==> config.mk <==
export PLATFORM = sky130hd
export DESIGN_NAME = max_sort_extractor_flat
export DESIGN_NICKNAME = d
export VERILOG_FILES = /design/src/rtl/max_sort_extractor_if.sv /design/src/rtl/max_sort_extractor.sv /design/src/flat_wrapper.sv
export SDC_FILE = /design/constraint.sdc
export NUM_CORES = 1
export LEC_CHECK = 0
export CAP_MARGIN = 20
export CORE_MARGIN = 3
export CORE_UTILIZATION = 55
export DETAILED_ROUTE_END_ITERATION = 12
export PLACE_DENSITY = 0.81
export SLEW_MARGIN = 10
export SYNTH_ARGS = -nofsm -noshare
export SYNTH_HDL_FRONTEND = slang
export SYNTH_SLANG_ARGS = --single-unit
==> constraint.sdc <==
create_clock -name i_clk -period 7.15 [get_ports i_clk]
set_input_delay 1.0725 -clock i_clk [delete_from_list [all_inputs] [get_ports i_clk]]
set_output_delay 1.0725 -clock i_clk [all_outputs]
set_load 0.02 [all_outputs]
==> src/rtl/max_sort_extractor_if.sv <==
// rtl/max_sort_extractor_if.sv - batch load and sorted element stream handshake bundle
interface max_sort_extractor_if #(
  parameter int N = 8,
  parameter int W = 8
);
  localparam int IW = (N > 1) ? $clog2(N) : 1;

  logic              i_valid;
  logic              o_ready;
  logic [N*W-1:0]    i_data;
  logic              o_valid;
  logic              i_ready;
  logic [IW-1:0]     o_idx;
  logic [W-1:0]      o_data;
  logic              o_last;

  modport slave (
    input  i_valid, i_data, i_ready,
    output o_ready, o_valid, o_idx, o_data, o_last
  );

  modport master (
    output i_valid, i_data, i_ready,
    input  o_ready, o_valid, o_idx, o_data, o_last
  );
endinterface

==> src/rtl/max_sort_extractor.sv <==
// rtl/max_sort_extractor.sv - bit-serial max search that streams a batch out in descending order
module max_sort_extractor #(
  parameter int N = 8,
  parameter int W = 8
) (
  input  logic                 i_clk,
  input  logic                 i_rst_n,
  max_sort_extractor_if.slave  bus
);
  localparam int IW  = (N > 1) ? $clog2(N) : 1;
  localparam int BW  = $clog2(W) + 1;
  localparam int BIW = (W > 1) ? $clog2(W) : 1;

  typedef enum logic [1:0] {IDLE, SEARCH, EMIT} state_t;

  state_t            state_q, state_d;
  logic [N*W-1:0]    data_q, data_d;
  logic [N-1:0]      rem_q, rem_d;
  logic [N-1:0]      chi_q, chi_d;
  logic [BW-1:0]     bit_q, bit_d;

  logic [W-1:0]      vals [N];
  logic [N-1:0]      col;
  logic [N-1:0]      ones;
  logic [N-1:0]      sel_oh;
  logic [N-1:0]      rem_next;
  logic [IW-1:0]     sel_idx;
  logic [BIW-1:0]    bit_idx;

  assign bit_idx = bit_q[BIW-1:0];

  // Descending scan so the lowest set candidate wins: ties leave in index order.
  always_comb begin
    vals    = '{default: '0};
    col     = '0;
    sel_idx = '0;
    sel_oh  = '0;
    for (int k = N - 1; k >= 0; k--) begin
      vals[k] = data_q[k*W +: W];
      col[k]  = vals[k][bit_idx];
      if (chi_q[k]) begin
        sel_idx    = IW'(k);
        sel_oh     = '0;
        sel_oh[k]  = 1'b1;
      end
    end
  end

  assign ones     = chi_q & col;
  assign rem_next = rem_q & ~sel_oh;

  always_comb begin
    state_d = state_q;
    data_d  = data_q;
    rem_d   = rem_q;
    chi_d   = chi_q;
    bit_d   = bit_q;
    case (state_q)
      IDLE: begin
        if (bus.i_valid) begin
          data_d  = bus.i_data;
          rem_d   = '1;
          chi_d   = '1;
          bit_d   = BW'(W - 1);
          state_d = SEARCH;
        end
      end
      SEARCH: begin
        // A column with no surviving ones leaves the candidate set untouched.
        if (ones != '0) chi_d = ones;
        if (bit_q == '0) state_d = EMIT;
        else             bit_d   = bit_q - 1'b1;
      end
      EMIT: begin
        if (bus.i_ready) begin
          rem_d = rem_next;
          if (rem_next == '0) begin
            state_d = IDLE;
          end else begin
            chi_d   = rem_next;
            bit_d   = BW'(W - 1);
            state_d = SEARCH;
          end
        end
      end
      default: state_d = IDLE;
    endcase
  end

  always_comb begin
    bus.o_ready = (state_q == IDLE);
    bus.o_valid = (state_q == EMIT);
    bus.o_idx   = (state_q == EMIT) ? sel_idx : '0;
    bus.o_data  = (state_q == EMIT) ? vals[sel_idx] : '0;
    // Only one element remains exactly when the remaining mask is the selected bit.
    bus.o_last  = (state_q == EMIT) && (rem_q == sel_oh);
  end

  always_ff @(posedge i_clk or negedge i_rst_n) begin
    if (!i_rst_n) begin
      state_q <= IDLE;
      data_q  <= '0;
      rem_q   <= '0;
      chi_q   <= '0;
      bit_q   <= '0;
    end else begin
      state_q <= state_d;
      data_q  <= data_d;
      rem_q   <= rem_d;
      chi_q   <= chi_d;
      bit_q   <= bit_d;
    end
  end
endmodule

==> src/flat_wrapper.sv <==
// flat-port wrapper written by rule: the top's interface ports become plain ports
module max_sort_extractor_flat 
#(
  parameter int N = 8,
  parameter int W = 8
)
  (i_clk, i_rst_n, bus_i_valid, bus_i_data, bus_i_ready, bus_o_ready, bus_o_valid, bus_o_idx, bus_o_data, bus_o_last);
  max_sort_extractor_if #(.N(N), .W(W)) bus_i ();
  input  logic i_clk;
  input  logic i_rst_n;
  input wire logic [$bits(bus_i.i_valid)-1:0] bus_i_valid;
  input wire logic [$bits(bus_i.i_data)-1:0] bus_i_data;
  input wire logic [$bits(bus_i.i_ready)-1:0] bus_i_ready;
  output wire logic [$bits(bus_i.o_ready)-1:0] bus_o_ready;
  output wire logic [$bits(bus_i.o_valid)-1:0] bus_o_valid;
  output wire logic [$bits(bus_i.o_idx)-1:0] bus_o_idx;
  output wire logic [$bits(bus_i.o_data)-1:0] bus_o_data;
  output wire logic [$bits(bus_i.o_last)-1:0] bus_o_last;
  assign bus_i.i_valid = bus_i_valid;
  assign bus_i.i_data = bus_i_data;
  assign bus_i.i_ready = bus_i_ready;
  assign bus_o_ready = bus_i.o_ready;
  assign bus_o_valid = bus_i.o_valid;
  assign bus_o_idx = bus_i.o_idx;
  assign bus_o_data = bus_i.o_data;
  assign bus_o_last = bus_i.o_last;
  max_sort_extractor #(.N(N), .W(W)) u_core (.i_clk(i_clk), .i_rst_n(i_rst_n), .bus(bus_i));
endmodule
==> results of run 1 <==
==> area by class of cell <==
type	instances	share of cell area [%]
Multi-Input combinational cell	286	43.2
Sequential cell	86	36.1
Timing Repair Buffer	85	14.3
Clock buffer	11	2.20
Tap cell	105	2.20
Clock inverter	5	1.41
Inverter	10	0.630
==> per-layer routing <==
metal / vias to the layer above / GRT usage, % / part of all wire, %
met5: - / 0 / 0
met4: 0 / 7.88 / 1.8
met3: 21 / 5.28 / 6.0
met2: 118 / 39.5 / 49
met1: 1844 / 34.6 / 43
li1: 1648 / - / -
==> sequential cells by signal (all words and copies together), names as in the netlist <==
register and cells:
u_core.bit_q 4, u_core.rem_q 8, u_core.data_q 64, u_core.state_q 2
u_core.chi_q 8
==> metrics by stage <==
step | power (uW) | cells | cell area (um2)
6_report | 2340 | 588 | 5960
5_1_grt | 2480 | 588 | 5960
4_1_cts | 2340 | 587 | 5940
3_5_place_dp | 1960 | 571 | 5730
3_3_place_gp | 1930 | 571 | 5730
2_1_floorplan | 1670 | 404 | 4860
==> critical path: stages, from the launching register on <==
cell and delay (ns):
dfrtp_1 0.50, nor2b_1 0.12, o21bai_1 0.14, a21oi_1 0.11, o21ai_4 0.12, buf_4 0.49
mux2i_1 0.35, o22ai_1 0.13, or2_2 0.32, clkdlybuf4s50_1 0.55
==> power groups by stage <==
stage               logic (uW)  registers [uW]  clock network [uW]
floorplan                  846             824                   0
global placement          1020             913                   0
detailed placement        1030             926                   0
CTS                       1040             919                 380
global route              1130             953                 400
finish                    1040             927                 376
==> cells in the final DEF (no fill, tap or decap), types with 3 or more instances in the layout <==
master	n
nand2_1	38
nand3_1	7
inv_1	10
nand3b_1	4
ha_1	13
clkbuf_8	9
mux2i_1	42
mux2_2	64
o22a_1	8
o22ai_1	21
o21ai_0	6
clkdlybuf4s50_1	80
mux4_1	10
nor2_1	11
or4_1	3
buf_4	4
dfrtp_1	86
a21boi_0	3
or2_2	10
a21oi_1	11
mux2_4	6
==> kinds of logic (layout without fill, tap and decap cells) <==
family	count (synthesis)	after routing	synth area share, %
muxes	124	124	31.6
and+or+nand+nor	87	87	8.70
DFF	86	86	44.2
AOI/OAI and AO/OA	62	62	8.95
buffers and inverters	32	111	3.11
adders and majority gates	13	13	3.34
==> worst paths after layout <==
path                                     end             from  cells past startpoint  slack [ns]
min reg2reg                  u_core.rem_q[6]  u_core.rem_q[6]                      1        0.52
max reg2reg                  u_core.chi_q[7]  u_core.chi_q[2]                      9        3.94
min in group asynchronous    u_core.rem_q[1]          i_rst_n                      1        0.68
max                            bus_o_data[1]  u_core.chi_q[6]                      9        2.86
max in group asynchronous  u_core.data_q[41]          i_rst_n                      2        5.83
min                          u_core.rem_q[6]  u_core.rem_q[6]                      1        0.52
==> reports/qor.yml, run 1 <==
die_y_um: 100
power_density_mw_per_mm2: 393
first_pass_iters: 4
drt_wl_total_um: 11800
max_freq_mhz: 233
fin_setup_tns_ns: 0
htreeDepth: 3
port_buffers: 81
synth_area_leaders: "dfrtp_1, mux2_2, mux2i_1"
cts_hold_buf: 0
routabilityCongestion: 0.899
pwr-share-comb_pct: 44.4
worstPathArrival_ns: 3.22
cts_setup_buffers: 0
p_int_uw: 1460
hold_path_class: "flip-flop to flip-flop"
tightest_slew_ns: 0.824
p_clk_share_pct: 16.0
dp_slack_ns: 3.29
finalSetupViolCount: 0
yosysSeqAreaShare_pct: 44.3
switchingPower_uw: 879
clkSlewWorstSetupHoldPaths_ns: 0.09
startpoint_type: "flip-flop"
dp_hpwl_um: 8550
rows: 33
num_io_pins: 82
skew_ns: 0.0138
critPathMaxFanout: 33
drive_gt1_share_pct: 22.2
antennaDiodeCount: 0
yosysMostFrequentCell: "dfrtp_1"
die_w_um: 100
cap_violations: 0
leakagePower_uw: 0.00261
multi_input_area_mm2: 0.00257
synth-seq-cells: 86
synthCells: 404
yosysUniqueCellTypes: 46
seq_area_mm2: 0.00215
area_delta_synth_final_pct: 22.6
worst_setup_path_end_kind: "primary output"
setup_ws_ns: 2.86
ys.flop_type: "dfrtp_1"
synth_edf_count: 0
drc: 0
synth_commonest_cells: "dfrtp_1, mux2_2, mux2i_1"
cts_resized: 0
initial_utilization_pct: 58.0
core-area_mm2: 0.00838
required_ns: 6.08
grt_max_degree: 87
track_usage_pct: 24.9
worst_hold_slack_ns: 0.525
rsz0062_at_grt: "false"
nNetsFinal: 559
ys_async_sr_fraction_pct: 100
die-area_mm2: 0.0100
root_buffer: "clkbuf_8"
cts_max_path_buffers: 2
synth_top_cell_by_area: "dfrtp_1"
p_sw_share_pct: 37.5
syn_nets: 485
fin_util_pct: 71.1
grt_pass1_wl_um: 19500
netlist_area_mm2: 0.00486
seq_power_share_pct: 39.5
status: "completed"
vias_per_cell: 6.18
path_class: "flip-flop to primary output"
grt.overflow.total: 0
wl_per_cell_um: 20.1
fillers: 606
dr_total_vias: 3631
ys.warnings.count: 0
clock_latency_ns: 0.36
cts_tree: "built"
synth.avg_cell_area_um2: 12.0
synth.top_cell.area_share_pct: 44.3
numCtsBuffers: 9
vdd_ir_drop_max_mv: 0.186
antenna_found_initial: 0
cts.sinks: 86
fin_crit_ns: 4.29
drt_iter0_drc: 173
period_share_pct: 60.0
antenna_left: 0
hold_violations: 0
slew_headroom_pct: 45.0
first_global_vias: 3785
slew_violations: 0
(Power assumes the default switching activity.)
==> inputs of run 2 (changes only) <==
--- a/config.mk
+++ b/config.mk
@@ -7,9 +7,9 @@
 export LEC_CHECK = 0
 export CAP_MARGIN = 20
 export CORE_MARGIN = 3
-export CORE_UTILIZATION = 55
+export CORE_UTILIZATION = 49
 export DETAILED_ROUTE_END_ITERATION = 12
-export PLACE_DENSITY = 0.81
+export PLACE_DENSITY = 0.76
 export SLEW_MARGIN = 10
 export SYNTH_ARGS = -nofsm -noshare
 export SYNTH_HDL_FRONTEND = slang
==> constraint.sdc (replaced) <==
create_clock -name i_clk -period 3.8 [get_ports i_clk]
set_input_delay 0.57 -clock i_clk [delete_from_list [all_inputs] [get_ports i_clk]]
set_output_delay 0.57 -clock i_clk [all_outputs]
set_load 0.02 [all_outputs]
==> reports/qor.yml, run 2 (synthesis results as in run 1) <==
status: "completed"
power_density_mw_per_mm2: 730
largest_register_ffs: 64
port_buffers: 81
root_buffer: "clkbuf_8"
cap_violations: 0
path_class: "flip-flop to primary output"
cts.sinks: 86
antenna_found_initial: 0
cts_resized: 0
core-area_mm2: 0.00946
tightest_slew_ns: 0.955
worstPathArrival_ns: 3.03
leakagePower_uw: 0.00263
use_met1_pct: 29.0
slew_violations: 0
skew_ns: 0.00962
drt_wl_total_um: 12000
slew_headroom_pct: 36.3
vdd_ir_drop_max_mv: 0.318
cts_max_path_buffers: 2
cp_top_family: "simple AND/OR/NAND/NOR gates"
critical_path_buf_inv_count: 1
final_common_cell: "dfrtp_1"
numCtsBuffers: 9
fin_crit_ns: 3.60
grtUsageMet2_pct: 36.5
dr_total_vias: 3614
cts_tree: "built"
die-area_mm2: 0.0112
final_cell_mix: "dfrtp_1, clkdlybuf4s50_1, mux2_2, mux2i_1, nand2_1"
die_y_um: 106
top_usage_layer: "met2"
clock_latency_ns: 0.36
rows: 35
fin_setup_tns_ns: 0
worst_setup_path_end_kind: "primary output"
htreeDepth: 3
hold_path_class: "primary input to async pin"
wl_per_cell_um: 19.6
dp_hpwl_um: 8890
reg.largest.list: "u_core.data_q (64), u_core.chi_q (8), u_core.rem_q (8)"
dpl_cell_area_mm2: 0.00578
finalSetupViolCount: 0
die_w_um: 106
rr_worst_depth: 9
required_ns: 3.23
grt.overflow.total: 0
path_cells: "nor4_1, and2_1, nand3b_1, o22ai_1, or2_2, clkdlybuf4s50_1"
routabilityCongestion: 0.890
antenna_left: 0
area_delta_synth_final_pct: 23.5
nNetsFinal: 560
initial_utilization_pct: 51.4
met3_usage_pct: 4.59
hold_violations: 0
clkSlewWorstSetupHoldPaths_ns: 0.09
drt_iter0_drc: 230
drc: 0
period_share_pct: 94.7
track_usage_pct: 22.0
worst_path_max_delay_cell: "clkdlybuf4s50_1"
first_pass_iters: 5
path_depth: 6
num_io_pins: 82
cts_setup_buffers: 0
antennaDiodeCount: 0
cts_hold_buf: 0
critPathMaxStageDelay_ns: 0.59
finalInstanceArea_mm2: 0.00601
regMostFlops: "u_core.data_q"
startpoint_type: "flip-flop"
grt_max_degree: 87
max_freq_mhz: 278
critPathMaxFanout: 9
first_global_vias: 3844
drive_gt1_share_pct: 22.7
rsz0062_at_grt: "false"
p_total_uw: 4390
grt_pass1_wl_um: 19400
vias_per_cell: 5.90
run 2: cell count changes in the layout (fill, tap and decap cells not counted), sizes merged:
cell | previous run | this run
bufinv | 2 | 1
buf | 5 | 6
clkinv | 1 | 4
clkinvlp | 2 | 0
inv | 10 | 12
clkbuf | 11 | 9
run 2: path summary, 6_finish.rpt:
kind | from | end | slack (ns)
min reg2reg | u_core.rem_q[5] | u_core.rem_q[5] | 0.53
min in group i_clk | u_core.rem_q[5] | u_core.rem_q[5] | 0.53
max reg2reg | u_core.chi_q[2] | u_core.chi_q[7] | 0.68
max | u_core.chi_q[2] | bus_o_data[2] | 0.20
max in group asynchronous | i_rst_n | u_core.data_q[22] | 3.04
min | i_rst_n | u_core.bit_q[3] | 0.14
run 2: report_power, final:
part	switching (uW)	internal [uW]
logic	868	1070
clock network	355	313
registers	452	1320
run 2: cell type report:
type	count	area, um2
fill	779	3450
multi-input combinational	286	2570
sequential	86	2150
timing repair buffer	86	878
tap	129	161
clock buffer	9	124
clock inverter	7	81.3
inverter	10	37.5
run 2: metal layers:
layer | wire length, um | up-vias
met4 | 217 | 0
li1 | - | 1655
met5 | 0 | -
met3 | 682 | 22
met1 | 5220 | 1792
met2 | 5880 | 145
run 2: stage by stage:
step,util [%],worst slack (ns),std cells,hold WS (ns)
2_1_floorplan,-,0.985,404,0.274
6_report,63.5,0.200,613,0.144
3_3_place_gp,61.1,0.678,596,0.499
3_5_place_dp,61.1,0.664,596,0.510
5_1_grt,63.5,0.0786,613,0.161
4_1_cts,63.2,0.261,612,0.456
==> inputs of run 3 (changes only) <==
--- a/config.mk
+++ b/config.mk
@@ -6,10 +6,11 @@
 export NUM_CORES = 1
 export LEC_CHECK = 0
 export CAP_MARGIN = 20
-export CORE_MARGIN = 3
+export CORE_MARGIN = 4
 export CORE_UTILIZATION = 49
 export DETAILED_ROUTE_END_ITERATION = 12
 export PLACE_DENSITY = 0.76
+export SETUP_SLACK_MARGIN = 0.05
 export SLEW_MARGIN = 10
 export SYNTH_ARGS = -nofsm -noshare
 export SYNTH_HDL_FRONTEND = slang
==> reports/qor.yml, run 3 (synthesis results as in run 1) <==
clock_latency_ns: 0.36
grt.overflow.total: 0
initial_utilization_pct: 50.0
status: "completed"
largest_register_ffs: 64
drc: 0
final_common_cell: "dfrtp_1"
hold_path_class: "primary input to async pin"
cts.sinks: 86
nNetsFinal: 562
routabilityCongestion: 0.878
grt_max_degree: 87
num_io_pins: 82
antenna_left: 0
rows: 36
reg.largest.list: "u_core.data_q (64), u_core.chi_q (8), u_core.rem_q (8)"
core-area_mm2: 0.00973
root_buffer: "clkbuf_8"
required_ns: 3.23
slew_violations: 0
grt_pass1_wl_um: 19600
worst_setup_path_end_kind: "primary output"
fin_setup_tns_ns: 0
critPathMaxFanout: 33
finalSetupViolCount: 0
path_class: "flip-flop to primary output"
worst_path_max_delay_cell: "clkdlybuf4s50_1"
hold_violations: 0
die_y_um: 108
numCtsBuffers: 9
port_buffers: 81
period_share_pct: 94.7
worst_hold_slack_ns: 0.0907
cts_setup_buffers: 0
power_density_mw_per_mm2: 734
antennaDiodeCount: 0
cts_max_path_buffers: 2
dr_total_vias: 3602
slew_headroom_pct: 29.6
max_freq_mhz: 278
wl_per_cell_um: 19.9
tightest_slew_ns: 1.06
startpoint_type: "flip-flop"
skew_ns: 0.0104
drive_gt1_share_pct: 23.0
rsz0062_at_grt: "false"
r2r_slack_ns: 0.75
vias_per_cell: 5.82
track_usage_pct: 21.9
dp_hpwl_um: 9100
drt_iter0_drc: 149
leakagePower_uw: 0.00263
clkSlewWorstSetupHoldPaths_ns: 0.09
htreeDepth: 3
drt_wl_total_um: 12300
vdd_ir_drop_max_mv: 0.381
path_cells: "nor2b_1, o21bai_1, a21oi_1, o21ai_4, buf_12, mux2i_1, o22ai_1, or2_2, clkdlybuf4s50_1"
cap_violations: 0
fillers: 830
final_cell_mix: "dfrtp_1, clkdlybuf4s50_1, mux2_2, mux2i_1, nand2_1"
die-area_mm2: 0.0116
fin_crit_ns: 3.60
worstPathArrival_ns: 3.03
antenna_found_initial: 0
fin_util_pct: 61.9
regMostFlops: "u_core.data_q"
p_total_uw: 4420
first_global_vias: 3717
cts_tree: "built"
die_w_um: 108
critPathMaxStageDelay_ns: 0.54
first_pass_iters: 4
area_delta_synth_final_pct: 23.9
-- run 3: power by group --
part           total, uW  leakage (uW)  switching (uW)  internal [uW]
clock                661     0.0000973             352            309
sequential          1770      0.000978             445           1320
combinational       1990       0.00155             906           1090
-- run 3: worst max-delay path, delay by kind of cell (launching register included) --
kind | cells | cell delay, ns
buffers and inverters | 2 | 0.81
AOI/OAI and AO/OA | 4 | 0.55
and+or+nand+nor | 2 | 0.49
DFF | 1 | 0.44
muxes | 1 | 0.38
-- run 3: area by class of cell --
cell class                 instances  area (um2)  share of cell area, %
clock buffer                      10         128                   2.12
clock inverter                     6        68.8                   1.14
inverter                          10        37.5                  0.623
multi-input combinational        286        2580                   42.8
sequential                        86        2150                   35.7
tap                              133         166                   2.76
timing repair buffer              88         893                   14.8
-- run 3: what timing repair did --
item                       CTS  global route
hold buffers                 0             0
resized for setup            0             1
setup endpoints to repair    0             2
-- run 3: worst paths after layout --
path                                 start           endpoint  cells after the start
max in group asynchronous          i_rst_n    u_core.chi_q[5]                      2
min in group i_clk         u_core.rem_q[6]    u_core.rem_q[6]                      1
max reg2reg                u_core.bit_q[0]    u_core.chi_q[1]                      6
max                        u_core.chi_q[7]      bus_o_data[5]                      9
min                                i_rst_n  u_core.state_q[0]                      1
min reg2reg                u_core.rem_q[6]    u_core.rem_q[6]                      1
-- run 3: metrics by stage --
stage	setup WS, ns	cells	area [um2]
floorplan	0.985	404	4860
global placement	0.611	602	5800
detailed placement	0.615	602	5800
CTS	0.202	618	5990
global route	0.0557	619	6030
finish	0.203	619	6030
-- run 3: metal layers --
| metal | track usage [%] | vias to the layer above | wire, um |
|---|---|---|---|
| li1 | - | 1661 | - |
| met1 | 29.1 | 1792 | 5280 |
| met2 | 36.8 | 132 | 6190 |
| met3 | 3.24 | 17 | 612 |
| met4 | 7.12 | 0 | 228 |
| met5 | 0 | - | 0 |
